===== config.mk =====
export PLATFORM = sky130hd
export DESIGN_NAME = pipeline_spi_layer_control
export DESIGN_NICKNAME = d
export VERILOG_FILES = /design/src/rtl/pipeline_spi_pkg.sv /design/src/rtl/pipeline_spi_layer_regs.sv /design/src/rtl/pipeline_spi_layer_control.sv
export SDC_FILE = /design/constraint.sdc
export NUM_CORES = 1
export LEC_CHECK = 0
export CAP_MARGIN = 20
export CELL_PAD_IN_SITES_DETAIL_PLACEMENT = 1
export CELL_PAD_IN_SITES_GLOBAL_PLACEMENT = 1
export CORE_ASPECT_RATIO = 0.6
export CORE_MARGIN = 2
export CORE_UTILIZATION = 30
export DETAILED_ROUTE_END_ITERATION = 8
export DONT_BUFFER_PORTS = 1
export PLACE_DENSITY_LB_ADDON = 0.12
export SKIP_LAST_GASP = 1
export SLEW_MARGIN = 30
export SYNTH_ARGS = -nofsm -noshare
export SYNTH_HDL_FRONTEND = slang
export SYNTH_SLANG_ARGS = --single-unit
export TNS_END_PERCENT = 20

===== constraint.sdc =====
create_clock -name clk -period 6.35 [get_ports clk]
set_input_delay 1.27 -clock clk [delete_from_list [all_inputs] [get_ports clk]]
set_output_delay 1.27 -clock clk [all_outputs]
set_load 0.03 [all_outputs]

===== src/rtl/pipeline_spi_pkg.sv =====
// Shared definitions for the SPI layer controller: opcodes (which double as
// register ids for READ), argument-count table, FSM state encoding and the
// readback value returned for an unknown register id.
package pipeline_spi_pkg;

  localparam logic [7:0] OP_RESET  = 8'h00;
  localparam logic [7:0] OP_MODE   = 8'h01;
  localparam logic [7:0] OP_SCALE  = 8'h03;
  localparam logic [7:0] OP_OFFX   = 8'h04;
  localparam logic [7:0] OP_OFFY   = 8'h05;
  localparam logic [7:0] OP_TRANSP = 8'h06;
  localparam logic [7:0] OP_CLIP_L = 8'h07;
  localparam logic [7:0] OP_CLIP_R = 8'h08;
  localparam logic [7:0] OP_CLIP_T = 8'h09;
  localparam logic [7:0] OP_CLIP_B = 8'h0A;
  localparam logic [7:0] OP_FREEZE = 8'h0B;
  localparam logic [7:0] OP_IMAGE  = 8'h0C;
  localparam logic [7:0] OP_READ   = 8'h0D;
  localparam logic [7:0] OP_ENABLE = 8'h0E;
  localparam logic [7:0] OP_NOP    = 8'hFF;

  localparam logic [15:0] READ_INVALID = 16'hDEAD;

  typedef enum logic [2:0] {
    S_IDLE, S_LAYER, S_ARG, S_COMMIT, S_READ_HI, S_READ_LO, S_IMAGE, S_DISCARD
  } state_e;

  // Argument bytes following the layer byte; 0 marks opcodes with no layer byte
  // (RESET/NOP/IMAGE) as well as unknown opcodes.
  function automatic logic [1:0] arg_count(input logic [7:0] op);
    case (op)
      OP_MODE, OP_SCALE, OP_TRANSP, OP_FREEZE, OP_ENABLE, OP_READ: return 2'd1;
      OP_OFFX, OP_OFFY, OP_CLIP_L, OP_CLIP_R, OP_CLIP_T, OP_CLIP_B: return 2'd2;
      default: return 2'd0;
    endcase
  endfunction

  // Register ids for READ are the write opcodes of the fields.
  function automatic logic reg_id_valid(input logic [7:0] id);
    return (arg_count(id) != 2'd0) && (id != OP_READ);
  endfunction

endpackage


===== src/rtl/pipeline_spi_layer_regs.sv =====
// Field registers of one foreground layer.
//   we/sel/wdata : write field 'sel' (opcode) with the low bits of wdata
//   clr          : reset-command, zero all fields, enable = RESET_ENABLE
//   rd_id/rd_data: combinational readback, offsets sign-extended to 16 bits
//   remaining outputs: the current field values
module pipeline_spi_layer_regs
  import pipeline_spi_pkg::*;
#(
  parameter int   PRECISION              = 11,
  parameter int   TRANSPARENCY_PRECISION = 3,
  parameter logic RESET_ENABLE           = 1'b0
) (
  input  logic                              clk,
  input  logic                              rst,
  input  logic                              we,
  input  logic                              clr,
  input  logic [7:0]                        sel,
  input  logic [15:0]                       wdata,
  input  logic [7:0]                        rd_id,
  output logic                              enable,
  output logic                              freeze,
  output logic [1:0]                        overlay_mode,
  output logic [1:0]                        scale,
  output logic [PRECISION:0]                offset_x,
  output logic [PRECISION:0]                offset_y,
  output logic [PRECISION-1:0]              clip_left,
  output logic [PRECISION-1:0]              clip_right,
  output logic [PRECISION-1:0]              clip_top,
  output logic [PRECISION-1:0]              clip_bottom,
  output logic [TRANSPARENCY_PRECISION-1:0] transparency,
  output logic [15:0]                       rd_data
);

  logic                              enable_q, enable_d, freeze_q, freeze_d;
  logic [1:0]                        mode_q, mode_d, scale_q, scale_d;
  logic [PRECISION:0]                offx_q, offx_d, offy_q, offy_d;
  logic [PRECISION-1:0]              cl_q, cl_d, cr_q, cr_d, ct_q, ct_d, cb_q, cb_d;
  logic [TRANSPARENCY_PRECISION-1:0] tr_q, tr_d;
  logic                              unused_wdata;

  assign unused_wdata = ^wdata[15:PRECISION+1];

  always_comb begin
    enable_d = enable_q; freeze_d = freeze_q; mode_d = mode_q; scale_d = scale_q;
    offx_d = offx_q; offy_d = offy_q; cl_d = cl_q; cr_d = cr_q; ct_d = ct_q; cb_d = cb_q;
    tr_d = tr_q;
    if (clr) begin
      enable_d = RESET_ENABLE; freeze_d = 1'b0; mode_d = '0; scale_d = '0;
      offx_d = '0; offy_d = '0; cl_d = '0; cr_d = '0; ct_d = '0; cb_d = '0; tr_d = '0;
    end else if (we) begin
      case (sel)
        OP_MODE:   mode_d   = wdata[1:0];
        OP_SCALE:  scale_d  = wdata[1:0];
        OP_OFFX:   offx_d   = wdata[PRECISION:0];
        OP_OFFY:   offy_d   = wdata[PRECISION:0];
        OP_TRANSP: tr_d     = wdata[TRANSPARENCY_PRECISION-1:0];
        OP_CLIP_L: cl_d     = wdata[PRECISION-1:0];
        OP_CLIP_R: cr_d     = wdata[PRECISION-1:0];
        OP_CLIP_T: ct_d     = wdata[PRECISION-1:0];
        OP_CLIP_B: cb_d     = wdata[PRECISION-1:0];
        OP_FREEZE: freeze_d = wdata[0];
        OP_ENABLE: enable_d = wdata[0];
        default: ;
      endcase
    end
  end

  always_ff @(posedge clk or posedge rst) begin
    if (rst) begin
      enable_q <= RESET_ENABLE; freeze_q <= 1'b0; mode_q <= '0; scale_q <= '0;
      offx_q <= '0; offy_q <= '0; cl_q <= '0; cr_q <= '0; ct_q <= '0; cb_q <= '0; tr_q <= '0;
    end else begin
      enable_q <= enable_d; freeze_q <= freeze_d; mode_q <= mode_d; scale_q <= scale_d;
      offx_q <= offx_d; offy_q <= offy_d; cl_q <= cl_d; cr_q <= cr_d; ct_q <= ct_d;
      cb_q <= cb_d; tr_q <= tr_d;
    end
  end

  always_comb begin
    case (rd_id)
      OP_MODE:   rd_data = 16'(mode_q);
      OP_SCALE:  rd_data = 16'(scale_q);
      OP_OFFX:   rd_data = {{(15-PRECISION){offx_q[PRECISION]}}, offx_q};
      OP_OFFY:   rd_data = {{(15-PRECISION){offy_q[PRECISION]}}, offy_q};
      OP_TRANSP: rd_data = 16'(tr_q);
      OP_CLIP_L: rd_data = 16'(cl_q);
      OP_CLIP_R: rd_data = 16'(cr_q);
      OP_CLIP_T: rd_data = 16'(ct_q);
      OP_CLIP_B: rd_data = 16'(cb_q);
      OP_FREEZE: rd_data = 16'(freeze_q);
      OP_ENABLE: rd_data = 16'(enable_q);
      default:   rd_data = READ_INVALID;
    endcase
  end

  assign enable = enable_q;       assign freeze = freeze_q;
  assign overlay_mode = mode_q;   assign scale = scale_q;
  assign offset_x = offx_q;       assign offset_y = offy_q;
  assign clip_left = cl_q;        assign clip_right = cr_q;
  assign clip_top = ct_q;         assign clip_bottom = cb_q;
  assign transparency = tr_q;

endmodule


===== src/rtl/pipeline_spi_layer_control.sv =====
// SPI command decoder and per-layer register bank.
//   spi_active/rx_byte/rx_valid : byte stream from spi_slave
//   tx_byte/tx_load             : readback bytes toward MISO
//   image_mode                  : image-upload handoff flag
//   ctrl_*                      : packed per-layer control fields
//   err_count                   : saturating protocol-error count
// Frames are buffered and only applied in the single COMMIT cycle, so a
// frame cut short by spi_active falling never touches the registers.
module pipeline_spi_layer_control
  import pipeline_spi_pkg::*;
#(
  parameter int PRECISION              = 11,
  parameter int TRANSPARENCY_PRECISION = 3,
  parameter int NUM_LAYERS             = 2,
  parameter int LAYER_BITS             = 3
) (
  input  logic                                         clk,
  input  logic                                         rst,
  input  logic                                         spi_active,
  input  logic [7:0]                                   rx_byte,
  input  logic                                         rx_valid,
  output logic [7:0]                                   tx_byte,
  output logic                                         tx_load,
  output logic                                         image_mode,
  output logic [NUM_LAYERS-1:0]                        ctrl_layer_enable,
  output logic [NUM_LAYERS-1:0]                        ctrl_fg_freeze,
  output logic [2*NUM_LAYERS-1:0]                      ctrl_overlay_mode,
  output logic [2*NUM_LAYERS-1:0]                      ctrl_fg_scale,
  output logic [(PRECISION+1)*NUM_LAYERS-1:0]          ctrl_fg_offset_x,
  output logic [(PRECISION+1)*NUM_LAYERS-1:0]          ctrl_fg_offset_y,
  output logic [PRECISION*NUM_LAYERS-1:0]              ctrl_fg_clip_left,
  output logic [PRECISION*NUM_LAYERS-1:0]              ctrl_fg_clip_right,
  output logic [PRECISION*NUM_LAYERS-1:0]              ctrl_fg_clip_top,
  output logic [PRECISION*NUM_LAYERS-1:0]              ctrl_fg_clip_bottom,
  output logic [TRANSPARENCY_PRECISION*NUM_LAYERS-1:0] ctrl_fg_transparency,
  output logic [7:0]                                   err_count
);

  state_e                state_q, state_d;
  logic [7:0]            op_q, op_d;
  logic [LAYER_BITS-1:0] layer_q, layer_d;
  logic [1:0]            cnt_q, cnt_d;
  logic [15:0]           buf_q, buf_d;
  logic [7:0]            err_q, err_d;
  logic [7:0]            tx_byte_q, tx_byte_d;
  logic                  tx_load_q, tx_load_d;
  logic                  err_inc, commit_we, commit_clr;
  logic [NUM_LAYERS-1:0][15:0] rd_all;
  logic [15:0]           rb;

  // Argument buffer kept separate from the FSM so the readback path (which
  // looks at buf_d to see the reg id on the cycle it arrives) has no loop.
  always_comb begin
    buf_d = buf_q;
    if (rx_valid && state_q == S_LAYER) buf_d = '0;
    else if (rx_valid && state_q == S_ARG) buf_d = {buf_q[7:0], rx_byte};
  end

  always_comb begin
    rb = READ_INVALID;
    for (int i = 0; i < NUM_LAYERS; i++)
      if (layer_q == LAYER_BITS'(i)) rb = rd_all[i];
  end

  always_comb begin
    state_d = state_q; op_d = op_q; layer_d = layer_q; cnt_d = cnt_q;
    tx_byte_d = tx_byte_q; tx_load_d = 1'b0;
    err_inc = 1'b0; commit_we = 1'b0; commit_clr = 1'b0;
    if (!spi_active) begin
      state_d = S_IDLE;
    end else begin
      case (state_q)
        S_IDLE: if (rx_valid) begin
          op_d = rx_byte;
          if (rx_byte == OP_IMAGE) state_d = S_IMAGE;
          else if (rx_byte == OP_RESET || rx_byte == OP_NOP) state_d = S_COMMIT;
          else if (arg_count(rx_byte) != 2'd0) state_d = S_LAYER;
          else begin err_inc = 1'b1; state_d = S_DISCARD; end
        end
        S_LAYER: if (rx_valid) begin
          if (rx_byte >= 8'(NUM_LAYERS)) begin
            err_inc = 1'b1; state_d = S_DISCARD;
          end else begin
            layer_d = rx_byte[LAYER_BITS-1:0];
            cnt_d   = arg_count(op_q);
            state_d = S_ARG;
          end
        end
        S_ARG: if (rx_valid) begin
          cnt_d = cnt_q - 2'd1;
          if (cnt_q == 2'd1) begin
            if (op_q == OP_READ) begin
              // rb already reflects the reg id arriving this cycle
              tx_byte_d = rb[15:8];
              tx_load_d = 1'b1;
              err_inc   = !reg_id_valid(rx_byte);
              state_d   = S_READ_HI;
            end else begin
              state_d = S_COMMIT;
            end
          end
        end
        S_COMMIT: begin
          commit_clr = (op_q == OP_RESET);
          commit_we  = (op_q != OP_RESET) && (op_q != OP_NOP);
          err_inc    = rx_valid;
          state_d    = S_IDLE;
        end
        S_READ_HI: if (rx_valid) begin
          tx_byte_d = rb[7:0];
          tx_load_d = 1'b1;
          state_d   = S_READ_LO;
        end
        S_READ_LO: if (rx_valid) state_d = S_IDLE;
        default: ;  // IMAGE and DISCARD wait for spi_active to fall
      endcase
    end
    err_d = (err_inc && err_q != 8'hFF) ? err_q + 8'd1 : err_q;
  end

  always_ff @(posedge clk or posedge rst) begin
    if (rst) begin
      state_q <= S_IDLE; op_q <= '0; layer_q <= '0; cnt_q <= '0; buf_q <= '0;
      err_q <= '0; tx_byte_q <= '0; tx_load_q <= 1'b0;
    end else begin
      state_q <= state_d; op_q <= op_d; layer_q <= layer_d; cnt_q <= cnt_d; buf_q <= buf_d;
      err_q <= err_d; tx_byte_q <= tx_byte_d; tx_load_q <= tx_load_d;
    end
  end

  assign tx_byte    = tx_byte_q;
  assign tx_load    = tx_load_q;
  assign err_count  = err_q;
  assign image_mode = (state_q == S_IMAGE);

  for (genvar i = 0; i < NUM_LAYERS; i++) begin : g_layer
    pipeline_spi_layer_regs #(
      .PRECISION(PRECISION),
      .TRANSPARENCY_PRECISION(TRANSPARENCY_PRECISION),
      .RESET_ENABLE((i == 0) ? 1'b1 : 1'b0)
    ) u_regs (
      .clk          (clk),
      .rst          (rst),
      .we           (commit_we && (layer_q == LAYER_BITS'(i))),
      .clr          (commit_clr),
      .sel          (op_q),
      .wdata        (buf_q),
      .rd_id        (buf_d[7:0]),
      .enable       (ctrl_layer_enable[i]),
      .freeze       (ctrl_fg_freeze[i]),
      .overlay_mode (ctrl_overlay_mode[2*i +: 2]),
      .scale        (ctrl_fg_scale[2*i +: 2]),
      .offset_x     (ctrl_fg_offset_x[i*(PRECISION+1) +: PRECISION+1]),
      .offset_y     (ctrl_fg_offset_y[i*(PRECISION+1) +: PRECISION+1]),
      .clip_left    (ctrl_fg_clip_left[i*PRECISION +: PRECISION]),
      .clip_right   (ctrl_fg_clip_right[i*PRECISION +: PRECISION]),
      .clip_top     (ctrl_fg_clip_top[i*PRECISION +: PRECISION]),
      .clip_bottom  (ctrl_fg_clip_bottom[i*PRECISION +: PRECISION]),
      .transparency (ctrl_fg_transparency[i*TRANSPARENCY_PRECISION +: TRANSPARENCY_PRECISION]),
      .rd_data      (rd_all[i])
    );
  end

endmodule


==> impl_summary.txt <==
----------------------------------------------------
[Placement]
  Port Buffer Count ... 0
  Hpwl dp ... 31.12 mm
  GP Congestion ... 0.8089

[Job]
  Maximum Capacitance Violations ... 0

[Timing]
  Final clock skew ... 12.39 ps
  Worst-margin pin slew ... 1065 ps
  Share of the clock period used by the worst path after layout ... 69.66%
  F_max ... 0.2261 GHz
  Count of final hold-check violations ... 0
  Slew headroom ... 29.00%
  Setup-failing EPs final ... 0
  Number of pins exceeding their max-slew limit in the final report ... 0
  Tmin final ... 4423 ps
  Final setup TNS ... 0 ps
  Smallest hold slack ... 539.5 ps
  RSZ-0062 raised after global routing ... no

[Synthesis]
  Yosys top cell area share ... 50.66%
  Seq/Total Area, Yosys ... 50.93%
  Post-synthesis instance area ... 9781 sq um
  Number of flops mapped to enable cells by yosys ... 0
  Largest area contributor in the netlist ... sky130_fd_sc_hd__dfrtp_1
  Cell variety after synth ... 71
  Largest family of logic cells by synthesized area ... compound AO/OA/AOI/OAI gates
  Fraction of the mapped netlist area in compound gates ... 17.68%
  Commonest cells post-synth ... 198 x sky130_fd_sc_hd__dfrtp_1, 154 x sky130_fd_sc_hd__nand2_1, 94 x sky130_fd_sc_hd__o21ai_0
  Share of synthesized registers carrying an async set or reset ... 100.0%
  Count of yosys warnings during synthesis ... 0
  Xor-xnor portion of the synthesized cell area ... 0.6268%
  Multiplexer share of the synthesized area ... 10.82%
  Register bit total from synthesis ... 199
  Syn nets ... 992
  Dominant synthesized flop cell ... sky130_fd_sc_hd__dfrtp_1
  Top cells by area, synth ... sky130_fd_sc_hd__dfrtp_1 51%, sky130_fd_sc_hd__mux2_2 9.7%, sky130_fd_sc_hd__nand2_1 5.9%
  Basic-gate share of the synthesized area counting and, or, nand and nor cells ... 14.40%
  Share of synthesized cell area in full adder, half adder and majority cells ... 1.791%
  Most frequent cell after synthesis ... sky130_fd_sc_hd__dfrtp_1
  Number of instances in the synthesized netlist ... 966
  Synthesized area per cell ... 10.12 sq um

[Pwr]
  Static power due to leakage ... 0.004656 uW
  P per Cell Area ... 346.5 nW/um^2
  Final total power ... 3756 uW
  Maximum vdd ir drop ... 0.0002206 V

[Clocking]
  Worst-case clock buffer depth ... 2
  Clock latency on the worst-skew pair ... 450 ps
  Total number of clock tree sinks ... 199
  CTS Hold Buffers Added ... 0
  Total clock buffers created by CTS ... 17
  CTS tree ... yes
  H-Tree Level Count ... 4
  Clock-pin slew on the worst setup and hold paths ... 80 ps
  Post-CTS setup buffers ... 0
  Root buf cell ... sky130_fd_sc_hd__clkbuf_16
  Number of cells upsized or downsized after cts ... 0

[Hold path]
  Hold Crit Class ... flop to flop
  Number of stages on the worst hold path ... 1
  Worst min-delay path startpoint ... op_q[5]

[Run status]
  Result of the run ... finished clean

[Route]
  Remaining design rule violation count ... 0
  DR iter-0 viols ... 872
  WL final ... 40.91 mm
  Post-DR wirelength/cell ... 29.60 microns
  Per-cell via count in the routed design ... 5.736
  Detailed Routing Iterations Pass 1 ... 7
  Final antenna-violating net count ... 0
  Vias post-DR ... 7,927

[Critical path]
  Reg-to-reg endpoint ... tx_byte[3]
  Setup crit start kind ... flop
  Signal arrival time at the worst endpoint ... 4800 ps
  Type of destination of the critical path ... flop
  Worst Setup Path Type ... flop to flop
  Origin of the worst setup path ... state_q[0]
  Maximum fanout along the worst path ... 21
  Required time of the worst setup path ... 6730 ps
  Cell count of the worst reg-to-reg path ... 10
  Termination of the worst setup path ... tx_byte[3]
  Reg-to-reg critical path startpoint ... state_q[0]
  Register-to-register setup slack ... 1930 ps

[Final layout]
  Area Overhead vs Synth ... 10.85%
  N_diodes ... 0
  Nets@finish ... 971
  Fill count ... 3,609
  Fraction of layout instances using a drive strength above 1 ... 16.81%

[Floorplanning]
  Area of the placeable core ... 32,290 sq um
  Die span in y ... 143.9 microns
  Die footprint ... 34,110 sq um
  Placement row count ... 51
  Number of placed I/O pins ... 184
  Horizontal die dimension ... 237.1 microns
  Initial Util ... 30.29%

[GRT]
  Met3 usage ... 8.029%
  Overflow left after global routing ... 0
  Busiest metal layer after global routing ... met1
  Grt met1 use ... 38.38%
  GRT Resource Usage Total ... 24.21%
  Initial antenna violation count ... 2
  Vias in the first global route ... 7,780
  Global-route wire length before repair ... 59.05 mm
  Pin count of the biggest net entering global routing ... 65
  Grt met2 use ... 30.96%

----------------------------------------------------
## placed cells by master, fill, tap and decap left out, types with 8 or more instances in the layout
cell,count
sky130_fd_sc_hd__mux2_2,84
sky130_fd_sc_hd__nor2b_1,10
sky130_fd_sc_hd__nand2_1,154
sky130_fd_sc_hd__and3_1,9
sky130_fd_sc_hd__a21oi_1,54
sky130_fd_sc_hd__a222oi_1,10
sky130_fd_sc_hd__a31oi_1,11
sky130_fd_sc_hd__mux2i_1,9
sky130_fd_sc_hd__buf_4,21
sky130_fd_sc_hd__ha_1,14
sky130_fd_sc_hd__dfrtp_1,198
sky130_fd_sc_hd__clkbuf_16,17
sky130_fd_sc_hd__and2_1,18
sky130_fd_sc_hd__nor3_1,9
sky130_fd_sc_hd__inv_1,18
sky130_fd_sc_hd__a22oi_1,33
sky130_fd_sc_hd__a22o_1,8
sky130_fd_sc_hd__nand4_1,10
sky130_fd_sc_hd__nand3_1,13
sky130_fd_sc_hd__o31ai_1,10
sky130_fd_sc_hd__o21ai_0,94
sky130_fd_sc_hd__nor2_1,36
## metal layers
layer | share of wire (%) | vias to the layer above
met5 | 0 | -
met4 | 0.88 | 0
met3 | 9.3 | 19
met2 | 38 | 286
met1 | 52 | 4161
li1 | - | 3461
## state kept, by name (all words and copies together) (netlist names), 2 cells and up
name	count
buf_q	12
state_q	3
g_layer.u_regs.offset_x	24
g_layer.u_regs.transparency	6
g_layer.u_regs.clip_right	22
g_layer.u_regs.offset_y	24
err_count	8
g_layer.u_regs.clip_top	22
g_layer.u_regs.freeze	2
g_layer.u_regs.enable	2
g_layer.u_regs.scale	4
g_layer.u_regs.overlay_mode	4
layer_q	3
op_q	8
cnt_q	2
g_layer.u_regs.clip_bottom	22
g_layer.u_regs.clip_left	22
tx_byte	8
## worst min-delay path by stage
stage,slack [ps],endpoint
final,540,op_q[5]
after global routing,540,err_count[5]
after CTS,520,err_count[5]
after detailed placement,520,op_q[5]
after global placement,510,op_q[7]
after floorplan,480,buf_q[10]
## cell type report
class	count	area, sq um	area share (%)
clock buffers	19	442.9	4.085
clock inverters	13	117.6	1.085
inverters	20	78.83	0.7271
multi-input cells	685	4506	41.56
flip-flops and latches	199	4981	45.94
well taps	424	530.5	4.893
repair buffers	22	185.2	1.708
## stage by stage
| stage | area [sq um] | setup WS (ps) | util (%) | std cells |
|---|---|---|---|---|
| after global routing | 10840 | 1618 | 33.58 | 1382 |
| after global placement | 10210 | 1871 | 31.62 | 1349 |
| after detailed placement | 10260 | 1788 | 31.78 | 1350 |
| after floorplan | 9784 | 2506 | - | 966 |
| final | 10840 | 1927 | 33.58 | 1382 |
| after CTS | 10820 | 2012 | 33.52 | 1382 |
## worst max-delay path: stages (launching register included)
cell and delay (ps):
sky130_fd_sc_hd__dfrtp_1 820, sky130_fd_sc_hd__nor2_1 110, sky130_fd_sc_hd__buf_4 220, sky130_fd_sc_hd__o31ai_1 240, sky130_fd_sc_hd__o21ai_1 160, sky130_fd_sc_hd__or4_1 920
sky130_fd_sc_hd__nor3_2 890, sky130_fd_sc_hd__a222oi_1 150, sky130_fd_sc_hd__and3_1 280, sky130_fd_sc_hd__a2111oi_0 380, sky130_fd_sc_hd__o21bai_1 160
## kinds of logic (layout without fill, tap and decap cells)
| family | Yosys count | count (layout) |
|---|---|---|
| buf+inv | 82 | 74 |
| simple gates | 295 | 295 |
| flops | 199 | 199 |
| compound gates | 275 | 275 |
| xor+xnor | 7 | 7 |
| mux | 94 | 94 |
| fa+ha+maj | 14 | 14 |
## power by group
part	internal [uW]	switching, uW
sequential	1390	371
combinational	242	681
clock	525	547
Power figures use the tool's default switching activity.
